$ cat config.mk
export PLATFORM = sky130hd
export DESIGN_NAME = mem_resp_stage_flat
export DESIGN_NICKNAME = d
export VERILOG_FILES = /design/src/rtl/mem_resp_stage_if.sv /design/src/rtl/mem_resp_stage.sv /design/src/flat_wrapper.sv
export SDC_FILE = /design/constraint.sdc
export NUM_CORES = 1
export LEC_CHECK = 0
export ABC_AREA = 1
export BUFFER_PORTS_ARGS = -buffer_cell sky130_fd_sc_hd__clkbuf_2
export CORE_MARGIN = 2
export CORE_UTILIZATION = 35
export CTS_CLUSTER_SIZE = 28
export DETAILED_ROUTE_END_ITERATION = 7
export SYNTH_ARGS = -nofsm -noshare
export SYNTH_HDL_FRONTEND = slang
export SYNTH_SLANG_ARGS = --single-unit
export TNS_END_PERCENT = 1
$ cat constraint.sdc
create_clock -name clk -period 2.8 [get_ports clk]
set_input_delay 0.28 -clock clk [delete_from_list [all_inputs] [get_ports clk]]
set_output_delay 0.28 -clock clk [all_outputs]
set_load 0.005 [all_outputs]
$ cat src/rtl/mem_resp_stage_if.sv
// rtl/mem_resp_stage_if.sv - EX/RAM/WB signal bundle for the MEM response stage
interface mem_resp_stage_if #(
    parameter int DATA_W = 32,
    parameter int PC_W   = 32
);
    logic              es_to_ms_valid;
    logic              ms_allowin;
    logic [4:0]        es_load_op;
    logic              es_mem_req;
    logic              es_gr_we;
    logic [4:0]        es_dest;
    logic [DATA_W-1:0] es_result;
    logic [PC_W-1:0]   es_pc;
    logic              data_ok;
    logic [DATA_W-1:0] rdata;
    logic              ws_allowin;
    logic              ms_to_ws_valid;
    logic              ms_gr_we;
    logic [4:0]        ms_dest;
    logic [DATA_W-1:0] ms_result;
    logic [PC_W-1:0]   ms_pc;
    logic              fwd_valid;
    logic              fwd_block;
    logic              flush;
    logic              ms_ale;

    // Environment side: EX payload, RAM response, WB backpressure, flush
    modport master (
        output es_to_ms_valid, es_load_op, es_mem_req, es_gr_we, es_dest,
               es_result, es_pc, data_ok, rdata, ws_allowin, flush,
        input  ms_allowin, ms_to_ws_valid, ms_gr_we, ms_dest, ms_result,
               ms_pc, fwd_valid, fwd_block, ms_ale
    );

    // Stage side
    modport slave (
        input  es_to_ms_valid, es_load_op, es_mem_req, es_gr_we, es_dest,
               es_result, es_pc, data_ok, rdata, ws_allowin, flush,
        output ms_allowin, ms_to_ws_valid, ms_gr_we, ms_dest, ms_result,
               ms_pc, fwd_valid, fwd_block, ms_ale
    );
endinterface

$ cat src/rtl/mem_resp_stage.sv
// rtl/mem_resp_stage.sv - MEM stage: awaits RAM response, buffers, extracts load data; optional MS_ALE_CHECK_EN
module mem_resp_stage #(
    parameter int DATA_W    = 32,
    parameter int PC_W      = 32,
    parameter int MAX_OUTST = 2
) (
    input  logic             clk,
    input  logic             resetn,
    mem_resp_stage_if.slave  bus
);
    localparam int OFF_W  = $clog2(DATA_W / 8);
    localparam int DCNT_W = $clog2(MAX_OUTST + 1);
    localparam logic [DCNT_W-1:0] DCNT_MAX = DCNT_W'(MAX_OUTST);

    logic              r_ms_valid;
    logic              r_buf_valid;
    logic              r_got;
    logic [DCNT_W-1:0] r_dcnt;
    logic [DATA_W-1:0] r_buf;
    logic [4:0]        r_load_op;
    logic              r_gr_we;
    logic [4:0]        r_dest;
    logic [DATA_W-1:0] r_result;
    logic [PC_W-1:0]   r_pc;

    logic              w_dcnt_zero;
    logic              w_ready_go;
    logic              w_to_ws;
    logic              w_allowin;
    logic              w_accept;
    logic              w_leave;
    logic              w_take;
    logic              w_drop;
    logic              w_kill_wait;
    logic [DATA_W-1:0] w_data;
    logic [OFF_W-1:0]  w_sel;
    logic [OFF_W-1:0]  w_half_off;
    logic [OFF_W-1:0]  w_word_off;
    logic [7:0]        w_byte;
    logic [15:0]       w_half;
    logic [31:0]       w_word;
    logic [DATA_W-1:0] w_ext;
    logic              w_is_load;
    logic              w_ale;

    // A response while dcnt is nonzero always belongs to a killed instruction
    assign w_dcnt_zero = (r_dcnt == '0);
    assign w_ready_go  = r_got | (bus.data_ok & w_dcnt_zero);
    assign w_to_ws     = r_ms_valid & w_ready_go & ~bus.flush;
    assign w_allowin   = (~r_ms_valid | (w_ready_go & bus.ws_allowin))
                       & (r_dcnt != DCNT_MAX) & ~bus.flush;
    assign w_accept    = bus.es_to_ms_valid & w_allowin;
    assign w_leave     = w_to_ws & bus.ws_allowin;
    assign w_take      = bus.data_ok & w_dcnt_zero & r_ms_valid & ~r_got;
    assign w_drop      = bus.data_ok & ~w_dcnt_zero;
    // Killing a waiting instruction leaves its response in flight, unless it lands this very cycle
    assign w_kill_wait = bus.flush & r_ms_valid & ~r_got & ~(bus.data_ok & w_dcnt_zero);

    // Stage occupancy, response tracking and read-data hold buffer
    always_ff @(posedge clk or negedge resetn) begin
        if (!resetn) begin
            r_ms_valid  <= 1'b0;
            r_buf_valid <= 1'b0;
            r_got       <= 1'b0;
            r_dcnt      <= '0;
            r_buf       <= '0;
        end else begin
            r_dcnt <= r_dcnt + DCNT_W'(w_kill_wait) - DCNT_W'(w_drop);
            if (bus.flush) begin
                r_ms_valid  <= 1'b0;
                r_buf_valid <= 1'b0;
            end else if (w_accept) begin
                r_ms_valid  <= 1'b1;
                r_buf_valid <= 1'b0;
                r_got       <= ~bus.es_mem_req;
            end else if (w_leave) begin
                r_ms_valid  <= 1'b0;
                r_buf_valid <= 1'b0;
            end else if (w_take) begin
                r_got       <= 1'b1;
                r_buf_valid <= 1'b1;
                r_buf       <= bus.rdata;
            end
        end
    end

    // Instruction payload captured on acceptance
    always_ff @(posedge clk or negedge resetn) begin
        if (!resetn) begin
            r_load_op <= '0;
            r_gr_we   <= 1'b0;
            r_dest    <= '0;
            r_result  <= '0;
            r_pc      <= '0;
        end else if (w_accept) begin
            r_load_op <= bus.es_load_op;
            r_gr_we   <= bus.es_gr_we;
            r_dest    <= bus.es_dest;
            r_result  <= bus.es_result;
            r_pc      <= bus.es_pc;
        end
    end

    // Lane select: buffered data once held, otherwise the live response is bypassed
    assign w_data     = r_buf_valid ? r_buf : bus.rdata;
    assign w_sel      = r_result[OFF_W-1:0];
    assign w_half_off = w_sel & ~OFF_W'(1);
    assign w_word_off = w_sel & ~OFF_W'(3);
    assign w_byte     = 8'(w_data >> {w_sel, 3'b000});
    assign w_half     = 16'(w_data >> {w_half_off, 3'b000});
    assign w_word     = 32'(w_data >> {w_word_off, 3'b000});
    assign w_is_load  = |r_load_op;

    // Sign or zero extension according to the one-hot load kind
    always_comb begin
        w_ext = '0;
        if (r_load_op[0]) w_ext = DATA_W'($signed(w_byte));
        if (r_load_op[1]) w_ext = DATA_W'($signed(w_half));
        if (r_load_op[2]) w_ext = DATA_W'($signed(w_word));
        if (r_load_op[3]) w_ext = DATA_W'(w_byte);
        if (r_load_op[4]) w_ext = DATA_W'(w_half);
    end

`ifdef MS_ALE_CHECK_EN
    // Misaligned load: suppress the GPR write and hand the vaddr to WB as BADV
    assign w_ale         = r_ms_valid & (((r_load_op[1] | r_load_op[4]) & w_sel[0])
                                       | (r_load_op[2] & (w_sel[1:0] != 2'b00)));
    assign bus.ms_gr_we  = r_gr_we & ~w_ale;
    assign bus.ms_result = (w_is_load & ~w_ale) ? w_ext : r_result;
`else
    assign w_ale         = 1'b0;
    assign bus.ms_gr_we  = r_gr_we;
    assign bus.ms_result = w_is_load ? w_ext : r_result;
`endif

    assign bus.ms_ale         = w_ale;
    assign bus.ms_allowin     = w_allowin;
    assign bus.ms_to_ws_valid = w_to_ws;
    assign bus.ms_dest        = r_dest;
    assign bus.ms_pc          = r_pc;
    assign bus.fwd_valid      = r_ms_valid & bus.ms_gr_we;
    assign bus.fwd_block      = bus.fwd_valid & w_is_load & ~r_got;
endmodule

$ cat src/flat_wrapper.sv
// flat-port wrapper written by rule: the top's interface ports become plain ports
module mem_resp_stage_flat 
#(
    parameter int DATA_W    = 32,
    parameter int PC_W      = 32,
    parameter int MAX_OUTST = 2
)
  (clk, resetn, bus_es_to_ms_valid, bus_es_load_op, bus_es_mem_req, bus_es_gr_we, bus_es_dest, bus_es_result, bus_es_pc, bus_data_ok, bus_rdata, bus_ws_allowin, bus_flush, bus_ms_allowin, bus_ms_to_ws_valid, bus_ms_gr_we, bus_ms_dest, bus_ms_result, bus_ms_pc, bus_fwd_valid, bus_fwd_block, bus_ms_ale);
  mem_resp_stage_if #(.DATA_W(DATA_W), .PC_W(PC_W)) bus_i ();
  input  logic clk;
  input  logic resetn;
  input wire logic [$bits(bus_i.es_to_ms_valid)-1:0] bus_es_to_ms_valid;
  input wire logic [$bits(bus_i.es_load_op)-1:0] bus_es_load_op;
  input wire logic [$bits(bus_i.es_mem_req)-1:0] bus_es_mem_req;
  input wire logic [$bits(bus_i.es_gr_we)-1:0] bus_es_gr_we;
  input wire logic [$bits(bus_i.es_dest)-1:0] bus_es_dest;
  input wire logic [$bits(bus_i.es_result)-1:0] bus_es_result;
  input wire logic [$bits(bus_i.es_pc)-1:0] bus_es_pc;
  input wire logic [$bits(bus_i.data_ok)-1:0] bus_data_ok;
  input wire logic [$bits(bus_i.rdata)-1:0] bus_rdata;
  input wire logic [$bits(bus_i.ws_allowin)-1:0] bus_ws_allowin;
  input wire logic [$bits(bus_i.flush)-1:0] bus_flush;
  output wire logic [$bits(bus_i.ms_allowin)-1:0] bus_ms_allowin;
  output wire logic [$bits(bus_i.ms_to_ws_valid)-1:0] bus_ms_to_ws_valid;
  output wire logic [$bits(bus_i.ms_gr_we)-1:0] bus_ms_gr_we;
  output wire logic [$bits(bus_i.ms_dest)-1:0] bus_ms_dest;
  output wire logic [$bits(bus_i.ms_result)-1:0] bus_ms_result;
  output wire logic [$bits(bus_i.ms_pc)-1:0] bus_ms_pc;
  output wire logic [$bits(bus_i.fwd_valid)-1:0] bus_fwd_valid;
  output wire logic [$bits(bus_i.fwd_block)-1:0] bus_fwd_block;
  output wire logic [$bits(bus_i.ms_ale)-1:0] bus_ms_ale;
  assign bus_i.es_to_ms_valid = bus_es_to_ms_valid;
  assign bus_i.es_load_op = bus_es_load_op;
  assign bus_i.es_mem_req = bus_es_mem_req;
  assign bus_i.es_gr_we = bus_es_gr_we;
  assign bus_i.es_dest = bus_es_dest;
  assign bus_i.es_result = bus_es_result;
  assign bus_i.es_pc = bus_es_pc;
  assign bus_i.data_ok = bus_data_ok;
  assign bus_i.rdata = bus_rdata;
  assign bus_i.ws_allowin = bus_ws_allowin;
  assign bus_i.flush = bus_flush;
  assign bus_ms_allowin = bus_i.ms_allowin;
  assign bus_ms_to_ws_valid = bus_i.ms_to_ws_valid;
  assign bus_ms_gr_we = bus_i.ms_gr_we;
  assign bus_ms_dest = bus_i.ms_dest;
  assign bus_ms_result = bus_i.ms_result;
  assign bus_ms_pc = bus_i.ms_pc;
  assign bus_fwd_valid = bus_i.fwd_valid;
  assign bus_fwd_block = bus_i.fwd_block;
  assign bus_ms_ale = bus_i.ms_ale;
  mem_resp_stage #(.DATA_W(DATA_W), .PC_W(PC_W), .MAX_OUTST(MAX_OUTST)) u_core (.clk(clk), .resetn(resetn), .bus(bus_i));
endmodule
; ---- Word level (Yosys, flattened, before mapping)
; Index checks and enable logic that the tools add are counted.
; Widths: inputs -> output; s select.
[classes]
addsub = 2
n_eq_ne = 2
shift = 2
n_mux = 16
bitwise = 27
reduce_logical = 7
[op_table]
columns = op, n
row1 = $mux 32, 7
row2 = $shr 32x5->16, 1
row3 = $shr 32x5->8, 1
row4 = $and 1x1->1, 17
row5 = $mux 1, 9
row6 = $not 1->1, 8
row7 = $reduce_or 5->1, 1
row8 = $reduce_and 4->1, 1
row9 = $reduce_bool 4->1, 1
row10 = $reduce_and 3->1, 1
row11 = $reduce_bool 3->1, 1
row12 = $add 2x1->2, 1
row13 = $logic_not 2->1, 1
row14 = $ne 2x1->1 const B, 1
row15 = $ne 2x2->1 const B, 1
row16 = $or 1x1->1, 2
row17 = $reduce_bool 2->1, 1
row18 = $sub 2x1->2, 1
[word_totals]
ff_bits = 112
inputBits = 114
wordCells = 66

; ---- Logic depth before layout (Yosys ltp)
; Gate-level depths: netlist of run 1.
[depth]
ltp_word = 10
mapped_depth = 12
mapped_depth_nobuf = 11

; ---- Worst setup path before layout of run 1
; No wires, ideal clock.
[synth_path]
path_kind = register -> output
start = reg u_core.r_buf_valid
end = out bus_ms_result[21]
arrival_ns = 1.445
path_slack_ns = 1.075
stages_incl_launch_ff = 11
n_path_buf = 2
path_cell_list = dfrtp_1 buf_2 nand2_1 nand3_1 nand3_1 nand2_1 nand2_2 nand3_2 buf_2 nand3_1 nand2_1
[synth_between]
elab_chain_len = 8
elab_cells_between_ends = 9
[synth_lines]
columns = item, line
row1 = from (decl), mem_resp_stage.sv:16  ; logic r_buf_valid;
row2 = from (signal assigned), mem_resp_stage.sv:63  ; r_buf_valid <= 1'b0;
row3 = from (signal assigned), mem_resp_stage.sv:71  ; r_buf_valid <= 1'b0;
row4 = from (signal assigned), mem_resp_stage.sv:74  ; r_buf_valid <= 1'b0;
row5 = $mux 32 *, mem_resp_stage.sv:105  ; assign w_data = r_buf_valid ? r_buf : bus.rdata;
row6 = $shr 32x5->8, mem_resp_stage.sv:109  ; assign w_byte = 8'(w_data >> {w_sel, 3'b000});
row7 = $mux 32, mem_resp_stage.sv:117  ; if (r_load_op[0]) w_ext = DATA_W'($signed(w_byte));
row8 = $mux 32, mem_resp_stage.sv:118  ; if (r_load_op[1]) w_ext = DATA_W'($signed(w_half));
row9 = $mux 32 *, mem_resp_stage.sv:119  ; if (r_load_op[2]) w_ext = DATA_W'($signed(w_word));
row10 = $mux 32 *, mem_resp_stage.sv:120  ; if (r_load_op[3]) w_ext = DATA_W'(w_byte);
row11 = $mux 32 *, mem_resp_stage.sv:121  ; if (r_load_op[4]) w_ext = DATA_W'(w_half);
row12 = $mux 32 *, mem_resp_stage.sv:133  ; assign bus.ms_result = w_is_load ? w_ext : r_result;
row13 = to (decl), flat_wrapper.sv:27  ; output wire logic [$bits(bus_i.ms_result)-1:0] bus_ms_result;
; Every way passes the cells marked *; elsewhere a longest branch is shown, timed or not.

; ---- Final worst setup path of run 1
[layout_path]
start = reg u_core.r_buf_valid
end = out bus_ms_result[1]
[layout_between]
elab_chain_len = 8
elab_cells_between_ends = 9
[layout_lines]
columns = item, line
row1 = $mux 32 *, mem_resp_stage.sv:105
row2 = $shr 32x5->8, mem_resp_stage.sv:109
row3 = $mux 32, mem_resp_stage.sv:117
row4 = $mux 32, mem_resp_stage.sv:118
row5 = $mux 32, mem_resp_stage.sv:119
row6 = $mux 32, mem_resp_stage.sv:120
row7 = $mux 32 *, mem_resp_stage.sv:121
row8 = $mux 32 *, mem_resp_stage.sv:133
; Marked as above.

==> flow_metrics.py, run 1 <==
metrics = {
    "outcome": {
        "status": "finished, violations left",
        "failed_checks": "hold timing",
    },
    "power": {
        "vdd_ir_drop_max_mv": 0.425,
        "switching_share": 0.433,
        "power_frac_comb": 0.447,
        "p_total_mw": 7.32,
        "leakagePower_nw": 4.45,
        "p_clk_frac": 0.174,
        "power_density_mw_per_mm2": 967,
        "p_sw_mw": 3.17,
        "p_int_mw": 4.15,
        "seq_power_share": 0.379,
    },
    "sta": {
        "max_freq_mhz": 382,
        "hold_ws_ns": -0.0428,
        "slew_violations": 0,
        "grt_setup_unrepaired": "false",
        "tightest_slew_ns": 0.758,
        "post-route-period-util": 0.934,
        "tns_ns": 0,
        "setup_viol": 0,
        "relSlewSlack": 0.494,
        "clock_skew_ns": 0.0147,
        "min_period_ns": 2.62,
        "hold_viol": 17,
    },
    "clock_tree": {
        "cts_made_buffers": 9,
        "holdBufCountCts": 0,
        "clk_pin_slew_ns": 0.08,
        "htreeDepth": 3,
        "clk-insertion-delay-late_ns": 0.36,
        "clock-root-buffer": "clkbuf_16",
        "cts_tree": "done",
        "post_cts_buffers": 0,
        "clock_sinks": 112,
        "clockBufferDepth": 2,
    },
    "final_layout": {
        "layout.nets": 1171,
        "final_layout_size_suffix_gt1_frac": 0.220,
        "syn_to_final_growth_pct": 22.8,
        "final_common_cell": "nand2_1",
        "num-fill-cells": 1827,
        "final_cell_mix": "418 x nand2_1, 186 x clkbuf_2, 152 x nand3_1",
        "n_antenna_cell": 0,
    },
    "setup_path": {
        "cp_max_fo": 28,
        "path_class": "flop to primary output",
        "crit_arrival_ns": 2.34,
        "cp.required_ns": 2.52,
        "crit_path_max_incr_delay_ns": 0.39,
        "worst_path_most_repeated_cell": "nand2_1",
        "r2r_slack_ns": 0.76,
        "crit_path_end_kind": "primary output",
        "worstRegToRegCells": 9,
        "cp_slowest_cell": "dfrtp_1",
        "startpoint_type": "flop",
        "r2r_start": "u_core.r_dcnt[1]",
        "r2r_end": "u_core.r_buf[29]",
        "cp_cell_sequence": "clkinvlp_4 -> buf_4 -> o21ai_0 -> nand2_1 -> nand2_1 -> nand2_1 -> nand3_1 -> nand3_1 -> nand2_1 -> nand2_1 -> clkbuf_2",
    },
    "global_routing": {
        "met3_usage": 0.0659,
        "first_global_vias": 5934,
        "globalRouteMet1Util": 0.302,
        "grt_pass1_wl_mm": 32.0,
        "grtUsageTotal": 0.224,
        "antenna_found_initial": 0,
        "grt_max_degree": 71,
        "met2_usage": 0.343,
        "grt_overflow": 0,
        "top_usage_layer": "met2",
    },
    "die": {
        "die_x_microns": 137,
        "rows": 48,
        "core-area_sq_mm": 0.0172,
        "die_area_sq_mm": 0.0187,
        "floorplan.initialDensity": 0.358,
        "ios": 189,
        "die_h_microns": 137,
    },
    "synthesis": {
        "ys_ff_latch": 112,
        "post_synth_num_cell_types": 29,
        "ys_seq_area_frac": 0.455,
        "syn_inst": 897,
        "syn_area_per_cell_sq_um": 6.87,
        "synth_flop_cell": "dfrtp_1",
        "async_flop_share": 1.00,
        "synthesis.nets": 1013,
        "syn_area_sq_mm": 0.00616,
        "synth_edf_count": 0,
        "ys_warn_count": 0,
    },
    "routing": {
        "vias_per_cell": 4.88,
        "num_vias": 6264,
        "wl_per_cell_microns": 15.7,
        "firstDrtPassIters": 5,
        "route.detailed.drc": 0,
        "drtIter0Drc": 509,
        "ant_nets": 0,
        "wl_mm": 20.2,
    },
    "worst_hold_path": {
        "hold_class": "input port to async pin",
    },
    "place": {
        "dpl.hpwl_mm": 14.6,
        "portBuffers": 187,
        "gp_congestion": 0.998,
    },
    "job": {
        "maxCapViolCount": 0,
    },
}
## registers in the layout, indices dropped and copies added (netlist names), 2 cells and up
name                flops
u_core.r_load_op        5
u_core.r_buf           32
u_core.r_result        32
u_core.bus.ms_pc       32
u_core.r_dcnt           2
u_core.bus.ms_dest      5
## power groups by stage
stage	registers, mW	logic (mW)	clock network, mW
2_1_floorplan	2.66	2.01	0
3_3_place_gp	2.79	3.25	0
3_5_place_dp	2.77	3.30	0
4_1_cts	2.76	3.29	1.29
5_1_grt	2.86	3.74	1.37
6_report	2.77	3.27	1.27
## synth_stat cells (2+ instances only)
master,count,share of area
ha_1,2,0.0041
dfrtp_1,112,0.45
nor2_1,14,0.0085
nand2_1,419,0.26
nand3b_1,2,0.0024
buf_2,20,0.016
nand3_1,152,0.12
buf_1,4,0.0024
nor2_2,2,0.0020
xnor2_1,2,0.0028
or2_2,3,0.0030
inv_1,58,0.035
clkbuf_1,28,0.017
o21ai_0,47,0.038
inv_2,2,0.0012
buf_4,4,0.0049
o211ai_1,5,0.0061
a21oi_1,10,0.0081
## per-stage QoR
stage / worst slack (ns) / std cells / instance area [sq um] / util / hold slack, ns
after floorplan: 1.07 / 897 / 6160 / - / -0.0156
after global placement: 0.537 / 1269 / 7280 / 0.422 / 0.403
after detailed placement: 0.497 / 1269 / 7280 / 0.422 / 0.405
after CTS: 0.0944 / 1284 / 7550 / 0.438 / 0.0197
after global routing: 0.0169 / 1284 / 7570 / 0.439 / 0.0287
final: 0.184 / 1284 / 7570 / 0.439 / -0.0428
## kinds of logic after synthesis
family	after synthesis	share of synthesized area
other	1	0.000608
flip-flops	112	0.455
adder cells (fa/ha/maj)	2	0.00406
buffers and inverters	118	0.0796
AND/OR/NAND/NOR	597	0.401
AO/OA/AOI/OAI	65	0.0574
XOR/XNOR	2	0.00284
## final cells by class
type	instances	area, sq um	share of cell area
inverter	61	233	0.0308
timing repair buffer	204	1090	0.144
clock buffer	9	225	0.0298
multi-input combinational	667	2880	0.381
clock inverter	6	51.3	0.00678
tap	225	282	0.0372
sequential	112	2800	0.371
## worst max path at each step
stage,from,end,slack [ns],cells past startpoint
after floorplan,u_core.r_buf_valid,bus_ms_result[21],1.07,10
after global placement,u_core.r_load_op[1],bus_ms_result[23],0.54,8
after detailed placement,u_core.r_result[1],bus_ms_result[23],0.50,9
after CTS,u_core.r_load_op[1],bus_ms_result[23],0.09,8
after global routing,u_core.r_buf_valid,bus_ms_result[1],0.02,11
final,u_core.r_buf_valid,bus_ms_result[1],0.18,11
## repair_timing
action,in CTS,in global routing
resized for setup,0,6
hold endpoints to repair,0,0
setup endpoints to repair,0,19
## routing by layer
layer	vias up	part of all wire	routed length [microns]
li1	3137	-	-
met1	2853	0.44	8950
met2	246	0.45	9110
met3	28	0.083	1670
met4	0	0.022	453
met5	-	0	0
## worst max-delay path, delay by kind of cell (launching register included)
family	cells	cell delay [ns]
buf+inv	3	0.64
simple gates	7	0.61
flops	1	0.39
compound gates	1	0.33
(Power assumes the default switching activity.)
==> run 2: changes to the inputs <==
- ABC_AREA: 1 -> unset
==> flow_metrics.py, run 2 <==
metrics = {
    "synthesis": {
        "yosysMostFrequentCell": "mux2_1",
        "yosys.area.top_type": "dfrtp_1",
        "synthesis.nets": 593,
        "async_flop_share": 1.00,
        "ys_seq_area_frac": 0.470,
        "syn_area_per_cell_sq_um": 12.5,
        "synth_flop_cell": "dfrtp_1",
        "syn_inst": 477,
        "ys_warn_count": 0,
        "synth_common_cells": "114 x mux2_1, 112 x dfrtp_1, 40 x nand2_1",
        "ys_ff_latch": 112,
        "synth_top_area_frac": 0.470,
        "synth_top_cells_by_area": "dfrtp_1 47%, mux2_1 22%, mux4_2 5.7%",
        "syn_area_sq_mm": 0.00597,
        "post_synth_num_cell_types": 49,
        "synth_edf_count": 0,
    },
    "sta": {
        "worst_slack_ns": 0.142,
        "hold_viol": 0,
        "grt_setup_unrepaired": "false",
        "min_period_ns": 2.66,
        "clock_skew_ns": 0.00932,
        "hold_ws_ns": 0.110,
        "post-route-period-util": 0.949,
        "slew_violations": 0,
        "setup_viol": 0,
        "tightest_slew_ns": 1.06,
        "relSlewSlack": 0.290,
        "tns_ns": 0,
        "max_freq_mhz": 376,
    },
    "global_routing": {
        "met2_usage": 0.291,
        "met3_usage": 0.0454,
        "grt_max_degree": 80,
        "top_usage_layer": "met2",
        "grt_pass1_wl_mm": 26.3,
        "first_global_vias": 4863,
        "antenna_found_initial": 1,
        "grt_overflow": 0,
        "globalRouteMet1Util": 0.245,
        "grtUsageTotal": 0.185,
    },
    "clock_tree": {
        "cts_tree": "done",
        "clock-root-buffer": "clkbuf_16",
        "clk-insertion-delay-late_ns": 0.35,
        "clk_pin_slew_ns": 0.08,
        "clockBufferDepth": 2,
        "clock_sinks": 112,
        "cts_made_buffers": 9,
        "htreeDepth": 3,
    },
    "die": {
        "ios": 189,
        "core-area_sq_mm": 0.0166,
        "die_area_sq_mm": 0.0181,
        "die_x_microns": 135,
        "rows": 47,
        "floorplan.initialDensity": 0.358,
        "die_h_microns": 135,
    },
    "worst_hold_path": {
        "hold_class": "input port to flop",
    },
    "final_layout": {
        "final_cell_mix": "186 x clkbuf_2, 114 x mux2_1, 110 x dfrtp_1",
        "fin_util": 0.449,
        "final_cell_area_sq_mm": 0.00747,
        "instances_no_fill": 875,
        "layout.nets": 766,
        "final_layout_size_suffix_gt1_frac": 0.374,
        "final_common_cell": "clkbuf_2",
        "num-fill-cells": 1556,
        "n_antenna_cell": 0,
        "final-seq-area_sq_mm": 0.00281,
        "syn_to_final_growth_pct": 25.3,
        "multi_input_area_sq_mm": 0.00299,
    },
    "setup_path": {
        "cp.required_ns": 2.52,
        "path_class": "flop to primary output",
        "crit_path_max_incr_delay_ns": 0.55,
        "cp_cell_sequence": "nand2b_1 -> o21a_1 -> nor2_1 -> a22oi_1 -> o221ai_1 -> clkbuf_2",
        "cp_slowest_cell": "dfrtp_1",
        "crit_path_end_kind": "primary output",
        "cp_top_family": "compound AO/OA/AOI/OAI gates",
        "crit_buf_inv": 1,
        "cp_max_fo": 13,
        "startpoint_type": "flop",
        "crit_arrival_ns": 2.38,
    },
    "power": {
        "vdd_ir_drop_max_mv": 0.447,
        "p_total_mw": 7.84,
        "leakagePower_nw": 3.49,
        "power_density_mw_per_mm2": 1050,
    },
    "routing": {
        "drtIter0Drc": 230,
        "firstDrtPassIters": 6,
        "vias_per_cell": 5.30,
        "num_vias": 4640,
        "route.detailed.drc": 0,
        "wl_mm": 16.5,
        "wl_per_cell_microns": 18.9,
        "ant_nets": 0,
    },
    "place": {
        "placed_cell_area_sq_mm": 0.00710,
        "place_inst": 858,
        "portBuffers": 187,
        "dpl.hpwl_mm": 12.4,
        "gp_congestion": 0.857,
        "dpl_worst_slack_ns": 0.359,
    },
    "outcome": {
        "status": "finished clean",
    },
    "job": {
        "maxCapViolCount": 0,
    },
}
## run 2: path summary, 6_finish.rpt
check	from	to	slack (ns)	depth (start not counted)
setup / recovery	u_core.r_load_op[1]	bus_ms_result[1]	0.14	6
hold / removal	bus_es_mem_req	u_core.r_got	0.11	2
setup reg to reg	u_core.r_dcnt[1]	u_core.r_result[26]	0.65	4
hold reg to reg	u_core.bus.ms_dest[3]	u_core.bus.ms_dest[3]	0.49	1
max in group asynchronous	resetn	u_core.r_result[1]	1.52	3
min in group asynchronous	resetn	u_core.bus.ms_pc[4]	0.50	2
## run 2: power by group
group          internal [mW]  switching [mW]
Clock                  0.901           0.600
Sequential              2.42           0.655
Combinational           1.63            1.63
## run 2: logic make-up (layout without fill, tap and decap cells)
group,Yosys count,in the layout,share of synthesized area
mux,156,156,0.317
other cells,1,1,0.000629
buf+inv,41,219,0.0336
compound gates,88,88,0.112
simple gates,75,75,0.0594
xor+xnor,2,2,0.00294
fa+ha+maj,2,2,0.00419
flops,112,112,0.470
## run 2: final cells by class
class / instances / area share
timing repair buffer: 198 / 0.139
sequential: 112 / 0.375
inverter: 5 / 0.00251
tap: 220 / 0.0368
multi-input combinational: 324 / 0.400
clock inverter: 5 / 0.0139
clock buffer: 11 / 0.0325
## run 2: repair_timing
item	CTS	global route
hold endpoints to repair	1	0
setup endpoints to repair	15	11
hold buffers	1	0
gates resized for setup	1	3
setup buffers	0	0
## run 2: routing by layer
layer	wire length, microns	up-vias	share of wire
met3	1130	32	0.068
met2	7560	193	0.46
met5	7	-	0.00042
met4	533	2	0.032
li1	-	2122	-
met1	7300	2291	0.44
